<file path="src/rtl/imem_loader.sv">
// Boot-time program loader: assembles little-endian words from a byte stream,
// writes them to instruction memory from address 0, then releases the core.
module imem_loader #(
    parameter int IMEM_WORDS = 64
) (
    input  logic        clk,
    input  logic        reset,
    input  logic [7:0]  byteIn,
    input  logic        byteValid,
    output logic        byteReady,
    output logic        imemWe,
    output logic [31:0] imemAddr,
    output logic [31:0] imemWdata,
    output logic        coreReset,
    output logic [15:0] wordCount,
    output logic        done,
    output logic        error,
    output logic [2:0]  dbg_state
);

    typedef enum logic [2:0] {
        S_IDLE   = 3'd0,
        S_HDR_LO = 3'd1,
        S_HDR_HI = 3'd2,
        S_DATA   = 3'd3,
        S_WRITE  = 3'd4,
        S_RUN    = 3'd5,
        S_ERR    = 3'd6
    } state_t;

    localparam logic [15:0] MAX_N = 16'(IMEM_WORDS);

    state_t      state_q, state_d;
    logic [15:0] n_q, n_d;
    logic [1:0]  byte_idx_q, byte_idx_d;
    logic [31:0] word_q, word_d;
    logic [15:0] word_idx_q, word_idx_d;
    logic [31:0] addr_q, addr_d;
    logic [31:0] wdata_q, wdata_d;
    logic        core_reset_q, core_reset_d;
    logic        done_q, done_d;
    logic        error_q, error_d;

    logic        xfer;
    logic [15:0] hdr_n;
    logic [15:0] word_idx_inc;

    // Handshake: a byte moves on a rising edge only when byteValid && byteReady;
    // byteReady depends on state alone, so it never combinationally follows byteValid.
    assign byteReady    = (state_q == S_HDR_LO) || (state_q == S_HDR_HI) || (state_q == S_DATA);
    assign xfer         = byteValid && byteReady;
    assign hdr_n        = {byteIn, n_q[7:0]};
    assign word_idx_inc = word_idx_q + 16'd1;

    always_comb begin
        state_d      = state_q;
        n_d          = n_q;
        byte_idx_d   = byte_idx_q;
        word_d       = word_q;
        word_idx_d   = word_idx_q;
        addr_d       = addr_q;
        wdata_d      = wdata_q;
        core_reset_d = core_reset_q;
        done_d       = done_q;
        error_d      = error_q;

        case (state_q)
            S_IDLE: state_d = S_HDR_LO;
            S_HDR_LO: begin
                if (xfer) begin
                    n_d     = {n_q[15:8], byteIn};
                    state_d = S_HDR_HI;
                end
            end
            S_HDR_HI: begin
                if (xfer) begin
                    n_d = hdr_n;
                    if (hdr_n == 16'd0) begin
                        state_d      = S_RUN;
                        done_d       = 1'b1;
                        core_reset_d = 1'b0;
                    end else if (hdr_n > MAX_N) begin
                        state_d = S_ERR;
                        error_d = 1'b1;
                    end else begin
                        state_d    = S_DATA;
                        byte_idx_d = 2'd0;
                    end
                end
            end
            S_DATA: begin
                if (xfer) begin
                    case (byte_idx_q)
                        2'd0:    word_d[7:0]   = byteIn;
                        2'd1:    word_d[15:8]  = byteIn;
                        2'd2:    word_d[23:16] = byteIn;
                        default: word_d[31:24] = byteIn;
                    endcase
                    byte_idx_d = byte_idx_q + 2'd1;
                    // Address and data are captured here so they hold steady after the strobe.
                    if (byte_idx_q == 2'd3) begin
                        addr_d  = {14'd0, word_idx_q, 2'b00};
                        wdata_d = word_d;
                        state_d = S_WRITE;
                    end
                end
            end
            S_WRITE: begin
                word_idx_d = word_idx_inc;
                if (word_idx_inc == n_q) begin
                    state_d      = S_RUN;
                    done_d       = 1'b1;
                    core_reset_d = 1'b0;
                end else begin
                    state_d    = S_DATA;
                    byte_idx_d = 2'd0;
                end
            end
            S_RUN:   state_d = S_RUN;
            S_ERR:   state_d = S_ERR;
            default: state_d = S_IDLE;
        endcase
    end

    always_ff @(posedge clk or posedge reset) begin
        if (reset) begin
            state_q      <= S_IDLE;
            n_q          <= 16'd0;
            byte_idx_q   <= 2'd0;
            word_q       <= 32'd0;
            word_idx_q   <= 16'd0;
            addr_q       <= 32'd0;
            wdata_q      <= 32'd0;
            core_reset_q <= 1'b1;
            done_q       <= 1'b0;
            error_q      <= 1'b0;
        end else begin
            state_q      <= state_d;
            n_q          <= n_d;
            byte_idx_q   <= byte_idx_d;
            word_q       <= word_d;
            word_idx_q   <= word_idx_d;
            addr_q       <= addr_d;
            wdata_q      <= wdata_d;
            core_reset_q <= core_reset_d;
            done_q       <= done_d;
            error_q      <= error_d;
        end
    end

    // The word index doubles as the written-word count; they always advance together.
    assign imemWe    = (state_q == S_WRITE);
    assign imemAddr  = addr_q;
    assign imemWdata = wdata_q;
    assign coreReset = core_reset_q;
    assign wordCount = word_idx_q;
    assign done      = done_q;
    assign error     = error_q;
    assign dbg_state = state_q;

endmodule

</file>
<file path="config.mk">
export PLATFORM = sky130hd
export DESIGN_NAME = imem_loader
export DESIGN_NICKNAME = d
export VERILOG_FILES = /design/src/rtl/imem_loader.sv
export SDC_FILE = /design/constraint.sdc
export NUM_CORES = 1
export LEC_CHECK = 0
export CORE_MARGIN = 4
export CORE_UTILIZATION = 45
export CTS_CLUSTER_DIAMETER = 30
export DETAILED_ROUTE_END_ITERATION = 10
export PLACE_DENSITY = 0.66
export SYNTH_ARGS = -nofsm -noshare
export SYNTH_HDL_FRONTEND = slang
export SYNTH_SLANG_ARGS = --single-unit
export TNS_END_PERCENT = 20
</file>
<file path="constraint.sdc">
create_clock -name clk -period 4.7 [get_ports clk]
set_input_delay 0.705 -clock clk [delete_from_list [all_inputs] [get_ports clk]]
set_output_delay 0.705 -clock clk [all_outputs]
set_load 0.005 [all_outputs]
</file>
==> Yosys cells after proc, flatten, opt, wreduce, memory -nomap -nowiden <==
Index checks and enable logic that the tools add are counted.
{ "totals": {"n_memories": 0, "ram_bits": 0, "output_inout_bits": 88, "latch_bits": 0, "register_bits": 120, "input_bits": 11, "wordCells": 82, "mem_bits_ro": 0} }
{ "op_classes": {"n_shift": 0, "n_lt_le_gt_ge": 1, "n_eq_ne": 19, "n_mul": 0, "n_mux": 29, "n_reduce_logical": 17, "n_div": 0, "bitwise_logic": 3, "n_addsub": 2} }
{ "op_table": {"columns": ["cell", "count"], "rows": [
  ["$mux W8", 5],
  ["$pmux W16 S2", 1],
  ["$mux W3", 7],
  ["$pmux W3 S7", 1],
  ["$add A16 B1 Y16 const B", 1],
  ["$eq A16 B16 Y1", 1],
  ["$gt A16 B7 Y1 const B", 1],
  ["$logic_not A16 Y1", 1],
  ["$mux W16", 1],
  ["$ne A2 B2 Y1 const B", 6],
  ["$reduce_and A4 Y1", 3],
  ["$mux W2", 5],
  ["$eq A3 B3 Y1 const B", 3],
  ["$reduce_and A3 Y1", 3],
  ["$eq A3 B2 Y1 const B", 2],
  ["$mux W1", 6],
  ["$ne A2 B1 Y1 const B", 3],
  ["$pmux W2 S3", 1],
  ["$reduce_and A6 Y1", 1],
  ["$eq A2 B2 Y1 const B", 2],
  ["$pmux W1 S2", 2],
  ["$eq A3 B1 Y1 const B", 1],
  ["$logic_not A3 Y1", 1],
  ["$not A1 Y1", 3],
  ["other kinds (9)", 10]
]} }

==> Logic depth before layout (Yosys ltp) <==
Gate-level depths: netlist (run 1).
{ "depth": {"depth_word": 6, "ltp_mapped": 8} }

==> Least setup slack after synthesis (run 1) <==
Ideal clock, no wire load.
{ "synth_path": {"path_kind": "input port to flip-flop", "start": "input byteIn[3]", "end": "register byte_idx_q[1]", "setup_slack_ns": 2.629, "required_time_ns": 4.572, "path_buffers": 1, "arrival_ns": 1.943, "cell_stages": 7, "cell_sequence": "clkbuf_1 -> nor4_1 -> nand3_1 -> nor3b_1 -> nor2_1 -> nor4_1 -> a21oi_1"} }
{ "synth_via": {"elab_chain_cells": 3, "elab_cells_between_ends": 5} }
{ "synth_lines": {"columns": ["element", "line", "text"], "rows": [
  ["start, declared", "8", "input logic [7:0] byteIn,"],
  ["$gt A16 B7 Y1 or $logic_not A16 Y1 (tied branches)", "82, 78", null],
  ["$ne A2 B2 Y1 (no line)", null, null],
  ["$reduce_and A6 Y1 (no line) (*)", null, null],
  ["end signal, assigned", "140", "byte_idx_q <= byte_idx_d;"],
  ["end, declared", "35", "logic [1:0] byte_idx_q, byte_idx_d;"]
]} }
Mark *: on every way between the ends. The rest lies on a longest branch, timed or not.
A chain may end at the register's enable or synchronous reset.

==> Worst setup path in the final report (run 1) <==
{ "layout_path": {"start": "register state_q[1], in the netlist dbg_state[1]", "end": "output imemWe"} }
{ "layout_via": {"elab_chain_cells": 1} }
{ "layout_lines": {"columns": ["element", "line", "text"], "rows": [
  ["start, declared", "33", "state_t state_q, state_d;"],
  ["start signal, assigned", "138", "state_q <= state_d;"],
  ["$eq A3 B3 Y1", "152", "assign imemWe = (state_q == S_WRITE);"],
  ["end, declared", "11", "output logic imemWe,"]
]} }
No other way between the ends.

==> flow_summary.yaml, run 1 <==
run_status:
  status: "finished clean"
floorplan:
  io_pins: 99
  rows: 39
  dieArea_mm2: 0.0138
  die-height_um: 118
  dieWidth_um: 118
  initial_core_util_pct: 46.7
  placeableCoreArea_mm2: 0.0116
sta:
  drv_slew: 0
  max_freq_ghz: 0.333
  hold_ws_ns: 0.472
  relSlewSlack_pct: 49.6
  tns_ns: 0
  tightest_slew_ns: 0.752
  setup_viol: 0
  period_needed_ns: 3.00
  finalHoldViolations: 0
  min_period_over_period_pct: 63.9
  fin_skew_ns: 0.00809
  rsz0062_at_grt: "no"
  final.setup.worst_slack_ns: 1.70
critical_path:
  crit_type: "reg2out"
  path_max_fanout: 14
  endpoint: "imemWe"
  crit_chain: "nor2_1 -> nand2_1 -> inv_1 -> clkdlybuf4s50_1"
  worstPathArrival_ns: 2.30
  worstSetupEndpointType: "primary output"
  crit_buf_inv: 2
  cp.required_ns: 3.99
  rr_startpoint: "wordCount[0]"
  crit_family: "buffers and inverters"
  cp.depth: 4
  slowest_stage: "clkdlybuf4s50_1"
  r2r_cells: 7
  rrSetupSlack_ns: 2.24
  crit_path_start: "dbg_state[1]"
  r2r-end: "dbg_state[1]"
  cp-start-kind: "register"
  slowest_delay_ns: 0.56
clocking:
  cts_buffer_depth: 2
  cts_tree: "done"
  cts-buffers-inserted: 9
  clock_sinks: 112
  clk_pin_slew_worst_paths_ns: 0.07
  clkLatencyLatePin_ns: 0.36
  hold_buffers: 0
  cts_setup_buffers: 0
  cts_resized: 0
  htreeDepth: 3
  cts-root-buf: "clkbuf_16"
place:
  dp.cells: 717
  dp_slack_ns: 1.98
  gp_congestion: 0.865
  numPortBuffers: 82
  dp_hpwl_um: 8740
synthesis:
  ys_warn_count: 0
  syn_inst: 519
  yosysTopAreaCell: "dfrtp_1"
  seq_area_frac_synth_pct: 51.9
  ys_seq_elements: 112
  syn-cell-area_mm2: 0.00540
  netlist_top_cells_area: "dfrtp_1 51%, mux2_2 8.3%, nand2_1 8.1%, mux2i_1 4.8%, xnor2_1 3.7%"
  yosysTopAreaCellShare_pct: 51.4
  synth.avg_cell_area_um2: 10.4
  synth_cell_types: 50
pwr:
  power_mw: 3.54
  pwr_density_cell_mw_per_mm2: 541
  leakage_nw: 2.92
  vdd_ir_drop_max_v: 0.000244
final_layout:
  final_common_cell: "nand2_1"
  fill_cells: 1019
  multiInputGateArea_mm2: 0.00236
  diodes: 0
  areaGrowthSynthToFinish_pct: 21.0
  instances_no_fill: 733
  fin_nets: 601
  register_area_mm2: 0.00280
  final_cell_mix: "116 x nand2_1, 111 x dfrtp_1, 82 x clkdlybuf4s50_1"
  final_layout_size_suffix_gt1_share_pct: 12.9
global_routing:
  grt.total_usage_pct: 18.5
  first_global_vias: 3961
  grt_antenna_before_repair: 0
  globalRouteOverflowTotal: 0
  grt_first_pass_wirelength_um: 20800
  grt_max_degree: 75
hold_path:
  worstHoldStart: "error"
  hp-class: "reg2reg"
  hold_depth: 1
route:
  via_per_inst: 5.27
  antenna_left: 0
  wl_per_cell_um: 16.8
  drt_iter0_drc: 183
  dr.pass1.iters: 4
  vias: 3865
  drc: 0
  postRouteWirelength_um: 12300
job:
  max_cap_violations: 0
-- worst min path at each step --
| stage | to | slack [ns] |
|---|---|---|
| 2_1_floorplan | error | 0.46 |
| 3_3_place_gp | imemAddr[14] | 0.46 |
| 3_5_place_dp | error | 0.46 |
| 4_1_cts | error | 0.48 |
| 5_1_grt | error | 0.49 |
| 6_report | error | 0.47 |
-- report_power, final --
group | switching [mW] | leakage [nW] | internal [mW]
combinational | 0.537 | 1.34 | 0.712
clock | 0.364 | 0.142 | 0.367
sequential | 0.275 | 1.44 | 1.28
-- sequential cells by signal (all words and copies together) (netlist names) --
register    count
n_q            16
imemAddr       16
done            1
imemWdata      32
wordCount      16
byte_idx_q      2
word_q         24
dbg_state       3
coreReset       1
error           1
-- per-stage QoR --
stage | util [%] | area [um^2]
final | 56.5 | 6540
after global routing | 56.5 | 6540
after CTS | 56.5 | 6540
after detailed placement | 54.1 | 6260
after global placement | 54.1 | 6260
after floorplan | - | 5460
-- cells by family after synthesis --
logic type / synth area share (%)
flip-flops: 51.9
XOR/XNOR: 5.84
AND/OR/NAND/NOR: 15.8
buffers and inverters: 5.49
adder cells (fa/ha/maj): 1.16
AO/OA/AOI/OAI: 6.58
other: 0.0694
multiplexers: 13.2
-- cells in the mapped netlist, drive strengths merged --
library cell  count
clkbuf           23
nor2             15
nor3              9
nor4              6
o22a              1
dfstp             1
nor3b             3
nor2b             3
o211a             1
dfrtp           111
or4               2
and3              2
o211ai            4
inv               9
a21oi             4
a21boi            1
or2b              1
o21a              3
a2bb2oi           2
o2111a            1
or3               1
o31a              1
a31oi             1
o22ai             2
nand3b            2
mux2i            26
a22oi             3
xor2             13
o2111ai           1
xnor2            23
nand4             5
a32oi             1
mux2             40
nand3            13
ha                5
nand4b            1
buf              27
nand2b            2
and2              1
nand2           117
conb              1
o21ai            31
-- routing by layer --
metal	share of wire, %	routed length (um)	track usage (%)
met1	47	5800	24.7
met2	47	5850	29.9
met3	3.7	457	3.46
met4	1.8	226	7.18
met5	0	0	0
-- layout make-up --
cell class                      instances  share of cell area [%]
Clock buffer                            9                    3.44
Clock inverter                          7                   0.804
Inverter                                9                   0.555
Multi-Input combinational cell        363                    36.1
Sequential cell                       112                    42.9
Tap cell                              143                    2.74
Timing Repair Buffer                   90                    13.5
Power figures use the tool's default switching activity.
==> inputs of run 2 (changes only) <==
- PLACE_DENSITY: 0.66 -> 0.69
- clock period: 4.7 -> 2.4 ns (I/O delays scaled with it)
==> flow_summary.yaml, run 2 (synthesized netlist as in run 1, its figures left out) <==
route:
  dr.pass1.iters: 5
  postRouteWirelength_um: 12700
  drt_iter0_drc: 214
  antenna_left: 0
  wl_per_cell_um: 16.9
  via_per_inst: 5.26
  vias: 3975
  drc: 0
pwr:
  leakage_nw: 3.04
  vdd_ir_drop_max_v: 0.000705
  power_mw: 7.00
  pwr_density_cell_mw_per_mm2: 1040
sta:
  tightest_slew_ns: 0.610
  final.setup.worst_slack_ns: 0.168
  finalHoldViolations: 0
  relSlewSlack_pct: 59.3
  max_freq_ghz: 0.448
  drv_slew: 0
  period_needed_ns: 2.23
  min_period_over_period_pct: 93.0
  fin_skew_ns: 0.00522
  rsz0062_at_grt: "no"
  setup_viol: 0
clocking:
  htreeDepth: 3
  cts-buffers-inserted: 9
  cts_buffer_depth: 2
  cts-root-buf: "clkbuf_16"
  cts_tree: "done"
  hold_buffers: 0
  clkLatencyLatePin_ns: 0.35
  clock_sinks: 112
  clk_pin_slew_worst_paths_ns: 0.07
global_routing:
  grt_first_pass_wirelength_um: 21100
  grt_max_degree: 113
  globalRouteOverflowTotal: 0
  grt_antenna_before_repair: 1
  grt.total_usage_pct: 19.1
  first_global_vias: 4039
place:
  numPortBuffers: 82
  dp.cells: 742
  placed_area_mm2: 0.00647
  dp_hpwl_um: 9090
  dp_slack_ns: -0.00353
  gp_congestion: 0.785
final_layout:
  areaGrowthSynthToFinish_pct: 25.0
  final_layout_size_suffix_gt1_share_pct: 16.6
  final_common_cell: "nand2_1"
  diodes: 0
  final_cell_mix: "116 x nand2_1, 110 x dfrtp_1, 82 x clkdlybuf4s50_1"
  finalInstanceArea_mm2: 0.00676
  instances_no_fill: 756
  fin_nets: 626
  largest_register_ffs: 32
floorplan:
  die-height_um: 118
  initial_core_util_pct: 46.7
  io_pins: 99
  placeableCoreArea_mm2: 0.0116
  dieArea_mm2: 0.0138
  rows: 39
  dieWidth_um: 118
critical_path:
  rrSetupSlack_ns: 0.17
  worstSetupEndpointType: "register"
  cp-start-kind: "register"
  cp.required_ns: 2.64
  worstPathArrival_ns: 2.47
  crit_type: "reg2reg"
  path_max_fanout: 6
job:
  max_cap_violations: 0
hold_path:
  hp-class: "reg2reg"
run_status:
  status: "finished clean"
==> run 2: power breakdown <==
part	internal (mW)	switching [mW]	leakage, nW	total [mW]
registers	2.51	0.449	1.44	2.96
clock network	0.706	0.693	0.129	1.40
logic	1.48	1.15	1.47	2.64
total	4.70	2.29	3.04	7.00
==> run 2: path summary, 6_finish.rpt <==
check	startpoint	to	cells past startpoint
worst max-delay path	wordCount[0]	dbg_state[1]	7
worst min-delay path	error	error	1
worst max register to register	wordCount[0]	dbg_state[1]	7
worst min register to register	error	error	1
max in group asynchronous	reset	wordCount[2]	3
min in group asynchronous	reset	imemWdata[3]	3
==> run 2: layout make-up <==
type                            count  area [um^2]
Clock buffer                        9          225
Clock inverter                      5         42.5
Fill cell                        1003         4810
Inverter                            9         37.5
Multi-Input combinational cell    363         2370
Sequential cell                   112         2810
Tap cell                          143          179
Timing Repair Buffer              115         1090
==> run 2: metrics by stage <==
stage / TNS (ns) / utilization, % / hold WS (ns)
floorplan: 0 / - / 0.459
global placement: 0 / 56.0 / 0.453
detailed placement: -0.00353 / 56.0 / 0.451
CTS: 0 / 58.3 / 0.472
global route: 0 / 58.4 / 0.479
finish: 0 / 58.4 / 0.469
==> run 2: worst max-delay path, cell delays in order (launching register included) <==
cell and delay [ns]:
dfrtp_1 0.35, ha_1 0.28, nand4_1 0.17, or3_1 0.38
a2bb2oi_1 0.17, o2111a_1 0.23, nand4_2 0.22, o31a_1 0.31
==> run 2: timing repair <==
item	4_1_cts	5_1_grt
setup buffers	0	0
endpoints found under the setup margin	0	2
resized for setup	0	3
==> run 2: layer usage <==
layer	track usage, %	vias to the layer above	wire [um]
li1	-	1902	-
met1	25.6	1944	5880
met2	30.5	104	6110
met3	3.75	23	558
met4	7.62	2	194
met5	0	-	7
==> inputs of run 3 (changes only) <==
- CORE_ASPECT_RATIO: default -> 1.5
==> flow_summary.yaml, run 3 (synthesized netlist as in run 1, its figures left out) <==
pwr:
  leakage_nw: 3.05
  pwr_density_cell_mw_per_mm2: 1040
  vdd_ir_drop_max_v: 0.000545
sta:
  drv_slew: 0
  finalHoldViolations: 0
  fin_skew_ns: 0.0115
  rsz0062_at_grt: "no"
  max_freq_ghz: 0.438
  min_period_over_period_pct: 95.0
  tns_ns: 0
  setup_viol: 0
  relSlewSlack_pct: 59.6
  period_needed_ns: 2.28
  tightest_slew_ns: 0.607
route:
  drc: 0
  dr.pass1.iters: 5
  vias: 3984
  via_per_inst: 5.21
  wl_per_cell_um: 16.7
  antenna_left: 0
  postRouteWirelength_um: 12800
  drt_iter0_drc: 89
final_layout:
  fin_nets: 626
  multiInputGateArea_mm2: 0.00236
  areaGrowthSynthToFinish_pct: 25.8
  final_cell_mix: "116 x nand2_1, 109 x dfrtp_1, 82 x clkdlybuf4s50_1"
  final_util_pct: 58.3
  instances_no_fill: 765
  final_layout_size_suffix_gt1_share_pct: 16.7
  diodes: 0
  largest_register_ffs: 32
  final_common_cell: "nand2_1"
  register_area_mm2: 0.00281
  fill_cells: 1024
clocking:
  cts_tree: "done"
  clock_sinks: 112
  clkLatencyLatePin_ns: 0.36
  cts_setup_buffers: 0
  htreeDepth: 3
  clk_pin_slew_worst_paths_ns: 0.07
  cts-buffers-inserted: 9
  cts-root-buf: "clkbuf_16"
  cts_buffer_depth: 2
place:
  dp_hpwl_um: 9310
  gp_congestion: 0.859
  dp.cells: 749
  numPortBuffers: 82
floorplan:
  die-height_um: 142
  dieArea_mm2: 0.0139
  placeableCoreArea_mm2: 0.0117
  rows: 48
  io_pins: 99
  dieWidth_um: 97.5
  initial_core_util_pct: 46.4
critical_path:
  cp-start-kind: "register"
  path_max_fanout: 8
  worstPathArrival_ns: 2.52
  cp.required_ns: 2.64
  crit_type: "reg2reg"
  worstSetupEndpointType: "register"
global_routing:
  first_global_vias: 4083
  globalRouteOverflowTotal: 0
  grt_antenna_before_repair: 0
  grt_first_pass_wirelength_um: 21100
  grt_max_degree: 113
  grt.total_usage_pct: 19.3
hold_path:
  hp-class: "reg2reg"
run_status:
  status: "finished clean"
job:
  max_cap_violations: 0
-- run 3: repair_timing --
action / in CTS / in global routing
setup endpoints to repair: 0 / 3
hold buffers: 0 / 0
resized for setup: 0 / 3
-- run 3: area by class of cell --
| type | count | share of cell area, % |
|---|---|---|
| well taps | 150 | 2.76 |
| clock buffers | 11 | 3.57 |
| repair buffers | 115 | 16.3 |
| multi-input cells | 363 | 34.8 |
| clock inverters | 5 | 0.737 |
| flip-flops and latches | 112 | 41.3 |
| inverters | 9 | 0.552 |
-- run 3: layer usage --
layer  vias up  GRT usage, %  part of all wire, %
met1      1955          21.6                   39
met3        24          3.33                  4.0
met2       108          35.6                   54
li1       1897             -                    -
met4         0          9.12                  3.5
met5         -             0                    0
-- run 3: power by group --
| part | internal (mW) | switching (mW) | total (mW) | leakage, nW |
|---|---|---|---|---|
| clock network | 0.754 | 0.707 | 1.46 | 0.145 |
| registers | 2.51 | 0.450 | 2.96 | 1.44 |
| logic | 1.50 | 1.16 | 2.66 | 1.47 |
-- run 3: path summary, 6_finish.rpt --
kind / from / endpoint / slack, ns / cells after the start
min in group asynchronous: reset / word_q[11] / 0.48 / 3
hold / removal: error / error / 0.47 / 1
setup reg to reg: wordCount[6] / dbg_state[1] / 0.12 / 6
hold reg to reg: error / error / 0.47 / 1
max in group asynchronous: reset / wordCount[2] / 1.40 / 3
setup / recovery: wordCount[6] / dbg_state[1] / 0.12 / 6
-- run 3: per-stage QoR --
step	area [um^2]	hold WS [ns]	setup slack [ns]	power, mW
after floorplan	5460	0.459	0.355	4.49
after global placement	6500	0.452	0.154	5.59
after detailed placement	6500	0.460	0.0676	5.68
after CTS	6790	0.481	0.0555	7.17
after global routing	6790	0.495	0.00917	7.56
final	6790	0.474	0.119	7.08
-- run 3: worst max-delay path, cell delays in order (launching register included) --
cell     delay, ns
dfrtp_1       0.51
nand3_2       0.20
or4_1         0.54
o21a_1        0.13
a22oi_2       0.21
nand4_2       0.25
o31a_1        0.31
